==> config.mk <==
export PLATFORM = sky130hd
export DESIGN_NAME = alu_mw_sequencer
export DESIGN_NICKNAME = d
export VERILOG_FILES = /design/src/rtl/alu_mw_sequencer.sv
export SDC_FILE = /design/constraint.sdc
export NUM_CORES = 1
export LEC_CHECK = 0
export CORE_MARGIN = 1
export CORE_UTILIZATION = 29
export CTS_CLUSTER_DIAMETER = 150
export DETAILED_ROUTE_END_ITERATION = 10
export GPL_TIMING_DRIVEN = 0
export PLACE_DENSITY = 0.58
export SKIP_CTS_REPAIR_TIMING = 1
export SLEW_MARGIN = 30
export SYNTH_ARGS = -nofsm -noshare
export SYNTH_HDL_FRONTEND = slang
export SYNTH_SLANG_ARGS = --single-unit
export TNS_END_PERCENT = 5
==> constraint.sdc <==
create_clock -name clk -period 1.9 [get_ports clk]
set_clock_uncertainty 0.2 [all_clocks]
set_input_delay 0.19 -clock clk [delete_from_list [all_inputs] [get_ports clk]]
set_output_delay 0.19 -clock clk [all_outputs]
set_load 0.01 [all_outputs]
==> src/rtl/alu_mw_sequencer.sv <==
// alu_mw_sequencer: sequences one WORDS x 32-bit ADD/SUB/OR/AND through a
// single 32-bit combinational ALU, one limb per cycle, least-significant first,
// chaining carry/borrow between limbs.
// Optional feature macro: ALU_SEQ_ZERO_FLAG_EN adds the rsp_zero output.
module alu_mw_sequencer #(
  parameter int unsigned WORDS = 4
) (
  input  logic                  clk,
  input  logic                  rst_n,
  input  logic                  req_valid,
  output logic                  req_ready,
  input  logic [1:0]            req_op,
  input  logic [32*WORDS-1:0]   req_a,
  input  logic [32*WORDS-1:0]   req_b,
  input  logic                  req_cin,
  output logic [1:0]            alu_ctrl,
  output logic [31:0]           alu_a,
  output logic [31:0]           alu_b,
  output logic                  alu_cin,
  input  logic [31:0]           alu_res,
  input  logic                  alu_cout,
  output logic                  rsp_valid,
  input  logic                  rsp_ready,
  output logic [32*WORDS-1:0]   rsp_result,
`ifdef ALU_SEQ_ZERO_FLAG_EN
  output logic                  rsp_zero,
`endif
  output logic                  rsp_cout
);

  localparam int unsigned LIMB_W = 32;
  localparam int unsigned DATA_W = LIMB_W * WORDS;
  localparam int unsigned IDX_W  = (WORDS > 1) ? $clog2(WORDS) : 1;

  typedef enum logic [1:0] {
    IDLE = 2'd0,
    RUN  = 2'd1,
    DONE = 2'd2
  } state_e;

  state_e              state_q, state_d;
  logic [1:0]          op_q, op_d;
  logic [DATA_W-1:0]   a_q, a_d;
  logic [DATA_W-1:0]   b_q, b_d;
  logic                cin_q, cin_d;
  logic [IDX_W-1:0]    idx_q, idx_d;
  logic                carry_q, carry_d;
  logic [DATA_W-1:0]   result_q, result_d;
  logic                last_limb;
`ifdef ALU_SEQ_ZERO_FLAG_EN
  logic                zero_q, zero_d;
`endif

  assign last_limb = (idx_q == IDX_W'(WORDS - 1));

  // State register
  always_ff @(posedge clk or negedge rst_n) begin
    if (!rst_n) state_q <= IDLE;
    else        state_q <= state_d;
  end

  // Next-state logic
  always_comb begin
    state_d = state_q;
    case (state_q)
      IDLE:    if (req_valid) state_d = RUN;
      RUN:     if (last_limb) state_d = DONE;
      DONE:    if (rsp_ready) state_d = IDLE;
      default: state_d = IDLE;
    endcase
  end

  // Datapath registers: latched request, limb index, carry chain, result
  always_ff @(posedge clk or negedge rst_n) begin
    if (!rst_n) begin
      op_q     <= '0;
      a_q      <= '0;
      b_q      <= '0;
      cin_q    <= 1'b0;
      idx_q    <= '0;
      carry_q  <= 1'b0;
      result_q <= '0;
`ifdef ALU_SEQ_ZERO_FLAG_EN
      zero_q   <= 1'b0;
`endif
    end else begin
      op_q     <= op_d;
      a_q      <= a_d;
      b_q      <= b_d;
      cin_q    <= cin_d;
      idx_q    <= idx_d;
      carry_q  <= carry_d;
      result_q <= result_d;
`ifdef ALU_SEQ_ZERO_FLAG_EN
      zero_q   <= zero_d;
`endif
    end
  end

  // Datapath next values: capture request on accept, one limb per RUN cycle
  always_comb begin
    op_d     = op_q;
    a_d      = a_q;
    b_d      = b_q;
    cin_d    = cin_q;
    idx_d    = idx_q;
    carry_d  = carry_q;
    result_d = result_q;
`ifdef ALU_SEQ_ZERO_FLAG_EN
    zero_d   = zero_q;
`endif
    if (state_q == IDLE && req_valid) begin
      op_d     = req_op;
      a_d      = req_a;
      b_d      = req_b;
      cin_d    = req_cin;
      idx_d    = '0;
      carry_d  = 1'b0;
      result_d = '0;
`ifdef ALU_SEQ_ZERO_FLAG_EN
      zero_d   = 1'b0;
`endif
    end else if (state_q == RUN) begin
      for (int unsigned i = 0; i < WORDS; i++) begin
        if (idx_q == IDX_W'(i)) result_d[i*LIMB_W +: LIMB_W] = alu_res;
      end
      carry_d = alu_cout;
      idx_d   = last_limb ? '0 : idx_q + IDX_W'(1);
`ifdef ALU_SEQ_ZERO_FLAG_EN
      if (last_limb) zero_d = (result_d == '0);
`endif
    end
  end

  // Output decode from registered state
  always_comb begin
    req_ready = 1'b0;
    rsp_valid = 1'b0;
    alu_ctrl  = '0;
    alu_a     = '0;
    alu_b     = '0;
    alu_cin   = 1'b0;
    case (state_q)
      IDLE: req_ready = 1'b1;
      RUN: begin
        alu_ctrl = op_q;
        for (int unsigned i = 0; i < WORDS; i++) begin
          if (idx_q == IDX_W'(i)) begin
            alu_a = a_q[i*LIMB_W +: LIMB_W];
            alu_b = b_q[i*LIMB_W +: LIMB_W];
          end
        end
        // OR/AND (op[1]=1) never use a carry; limb 0 takes the request's cin
        if (!op_q[1]) alu_cin = (idx_q == '0) ? cin_q : carry_q;
      end
      DONE: rsp_valid = 1'b1;
      default: ;
    endcase
  end

  assign rsp_result = result_q;
  assign rsp_cout   = carry_q & ~op_q[1];
`ifdef ALU_SEQ_ZERO_FLAG_EN
  assign rsp_zero   = zero_q;
`endif

endmodule

==> results.txt <==
----------------------------------------------------
[Layout]
  Finished Layout Cells ... 2752
  Share of post-route cells with drive strength above 1 ... 27.7%
  Final std cell area, no fill ... 25700 µm²
  Synthesis-to-finish area growth ... 45.2%
  Fillers ... 5651
  Post-Route Utilization ... 42.6%
  Number of nets in the finished design ... 2229

[Critical path]
  Crit Reg-Reg Endpoint ... rsp_result[125]
  Signal arrival time at the worst endpoint ... 2410 ps
  Worst Reg2Reg Path Length in Cells ... 7
  Most frequent cell on the critical path ... sky130_fd_sc_hd__buf_6
  Critical path's largest stage delay ... 410 ps
  CP max FO ... 10
  Cells along the critical path ... inv_2, ha_4, nor2b_4, buf_6, buf_6, a221o_1, a32o_1, clkbuf_2
  Worst reg2reg startpoint ... idx_q[0]
  Worst Path Class, Setup ... register to primary output
  Source of the critical timing path ... idx_q[1]
  Required @ worst endpoint ... 1510 ps
  Cell at the slowest stage of the critical path ... sky130_fd_sc_hd__dfrtp_1
  Nature of the critical path startpoint ... register
  Worst Setup End Kind ... primary output
  Flop2flop setup slack ... -410 ps

[Synth]
  Number of flops mapped to enable cells by yosys ... 0
  Sequential cell area fraction in the yosys report ... 55.4%
  Seq cells post-synth ... 392
  Area contributors post-synth ... sky130_fd_sc_hd__dfrtp_1, sky130_fd_sc_hd__mux2_4, sky130_fd_sc_hd__nand2_1
  Mean cell area of the mapped netlist ... 12.9 µm²
  Number of distinct library cells after synthesis ... 27
  List of most frequent post-synthesis cells ... sky130_fd_sc_hd__dfrtp_1, sky130_fd_sc_hd__nand2_1, sky130_fd_sc_hd__mux2_4
  Syn Inst Count ... 1377
  Yosys top cell area share ... 55.4%
  Async set-reset flop share out of synthesis ... 100%
  Total standard cell area after synthesis ... 17700 µm²
  Yosys top cell by area ... sky130_fd_sc_hd__dfrtp_1
  Commonest register cell after synthesis ... sky130_fd_sc_hd__dfrtp_1
  Yosys Warn Count ... 0
  Mapped Nets ... 1677
  Most frequent cell after synthesis ... sky130_fd_sc_hd__dfrtp_1

[STA]
  Setup-failing EPs final ... 283
  RSZ-0062 raised after global routing ... true
  Total count of hold-check failures in the final report ... 0
  Max frequency ... 357 MHz
  Max Slew Vio Count ... 0
  Worst path setup slack after routing ... -897 ps
  Worst Tran Pin Value ... 593 ps
  Share of the clock period used by the worst path ... 147%
  Total Negative Setup Slacks ... -74060 ps
  Slew HR ... 60.5%
  Final critical path time including I/O delays and setup ... 2800 ps
  Worst hold slack ... 5.24 ps

[Pwr]
  Power after layout ... 46.0 mW
  VDD IR max ... 0.801 mV
  LEAKAGE ... 12.0 nW
  Part of the total power dissipated in sequential elements ... 32.0%
  Combinational fraction of design power ... 47.7%
  Net Sw Frac ... 34.7%
  Clock power frac ... 20.3%
  Power per cell area ... 1790 nW/µm²
  Int Pwr ... 30.0 mW
  Switching power ... 16.0 mW

[Drt]
  Highest layer used for signal routing ... met5
  Number of DRC markers after the initial detailed-route iteration ... 730
  Average wire length per cell after detail routing ... 22.8 µm
  Total number of vias ... 13.4k
  Detail-routed via count per cell ... 4.88
  Post-detailed-routing wire length ... 62700 µm
  Post-DRT Antenna Nets ... 0
  Met1 routed wirelength after detailed routing ... 26000 µm
  Routed wl met2 ... 30700 µm
  Number of iterations in the first detailed-routing pass ... 5
  DR DRC count ... 0
  Total length of routed met3 wires ... 4100 µm

[Clocking]
  Max Root-Sink Buffers ... 3
  Clk slew on worst S/H paths ... 60 ps
  Clk_lat worst skew ... 560 ps
  Cell chosen for the clock root ... sky130_fd_sc_hd__clkbuf_16
  CTS HTree Levels ... 2
  Num CTS Buffers ... 46
  Count of clock tree sinks ... 392
  TritonCTS clock tree ... yes

[Die]
  Io pins ... 494
  Initial cell density of the core ... 29.3%
  Core box area ... 60400 µm²
  Row count ... 90
  Die span in x ... 249 µm
  Vertical die dimension ... 249 µm
  Area of the die ... 62000 µm²

[Run status]
  Result of the run ... finished, violations left
  Violated checks ... setup timing

[Placed design]
  DP Wirelength ... 45900 µm
  Placer congestion estimate ... 0.865
  Number of instances in the placed design ... 2656
  Placed instance area ... 23800 µm²
  Port-buffer cells ... 493
  Worst slack after detailed placement ... -1430 ps

[GRT]
  Pin count of the biggest net entering global routing ... 87
  Global-route wire length before repair ... 93700 µm
  Via count of the first global-routing pass ... 14.5k
  Initial antenna violation count ... 17
  Combined global-route utilization of all metal layers ... 19.9%
  Total global routing overflow ... 0

[Flow run]
  MaxCap Viol Count ... 0

[Hold path]
  Path type of the worst min-delay path ... primary input to asynchronous set/reset pin

----------------------------------------------------
logic make-up (layout without fill, tap and decap cells):
family | Yosys count | count (layout) | synth area share (%)
AND/OR/NAND/NOR | 341 | 341 | 8.47
other | 0 | 10 | 0
adder cells (fa/ha/maj) | 4 | 4 | 0.283
AO/OA/AOI/OAI | 261 | 261 | 11.0
flip-flops | 392 | 392 | 55.4
multiplexers | 261 | 261 | 20.4
buffers and inverters | 118 | 701 | 4.39
critical path, delay by kind of cell (launching register included):
family / cells / cell delay (ps)
compound gates: 2 / 600
fa+ha+maj: 1 / 220
buf+inv: 4 / 550
flops: 1 / 410
simple gates: 1 / 70
metal layers:
metal	GRT usage, %	vias to the layer above
met4	6.19	12
li1	-	6008
met1	24.9	6846
met2	33.6	452
met5	0	-
met3	5.01	103
final cells by class:
class / count / area (µm²) / area share, %
clock buffers: 65 / 1330 / 5.19
multi-input cells: 867 / 7200 / 28.0
clock inverters: 14 / 234 / 0.910
inverters: 3 / 13.8 / 0.0536
plain buffers: 113 / 1040 / 4.06
well taps: 782 / 978 / 3.81
diodes: 10 / 25.0 / 0.0974
repair buffers: 506 / 5060 / 19.7
flip-flops and latches: 392 / 9810 / 38.2
cells in the final DEF (no fill, tap or decap), drive strengths merged, types with 10 or more instances in the layout:
| cell type | Yosys | final |
|---|---|---|
| buf | 85 | 110 |
| nand2b | 66 | 66 |
| a21oi | 129 | 129 |
| dfrtp | 392 | 392 |
| dlymetal6s2s | 0 | 65 |
| nand2 | 257 | 257 |
| clkbuf | 30 | 146 |
| diode | 0 | 10 |
| mux2 | 260 | 260 |
| clkdlybuf4s50 | 0 | 362 |
| a32o | 64 | 64 |
| a221o | 63 | 63 |
flip-flops by register name, summed over array words and instances (netlist names):
register    cells
state_q         2
cin_q           1
op_q            2
carry_q         1
idx_q           2
b_q           128
a_q           128
rsp_result    128
power by group through the flow:
stage,Clock (mW),Sequential [mW],Combinational (mW)
after floorplan,0,14.6,12.6
after global placement,0,14.7,21.9
after detailed placement,0,14.8,22.2
after CTS,9.55,14.7,22.3
after global routing,9.86,15.2,23.5
final,9.32,14.7,22.0
worst max-delay path by stage:
stage	endpoint	slack, ps	depth (start not counted)
global placement	a_q[39]	-17270	1
detailed placement	alu_a[28]	-1430	7
CTS	alu_a[28]	-2040	7
finish	alu_b[7]	-900	8
global route	alu_b[21]	-970	8
floorplan	alu_a[22]	-70	6
Note: power is estimated with default switching activity, not from simulation.
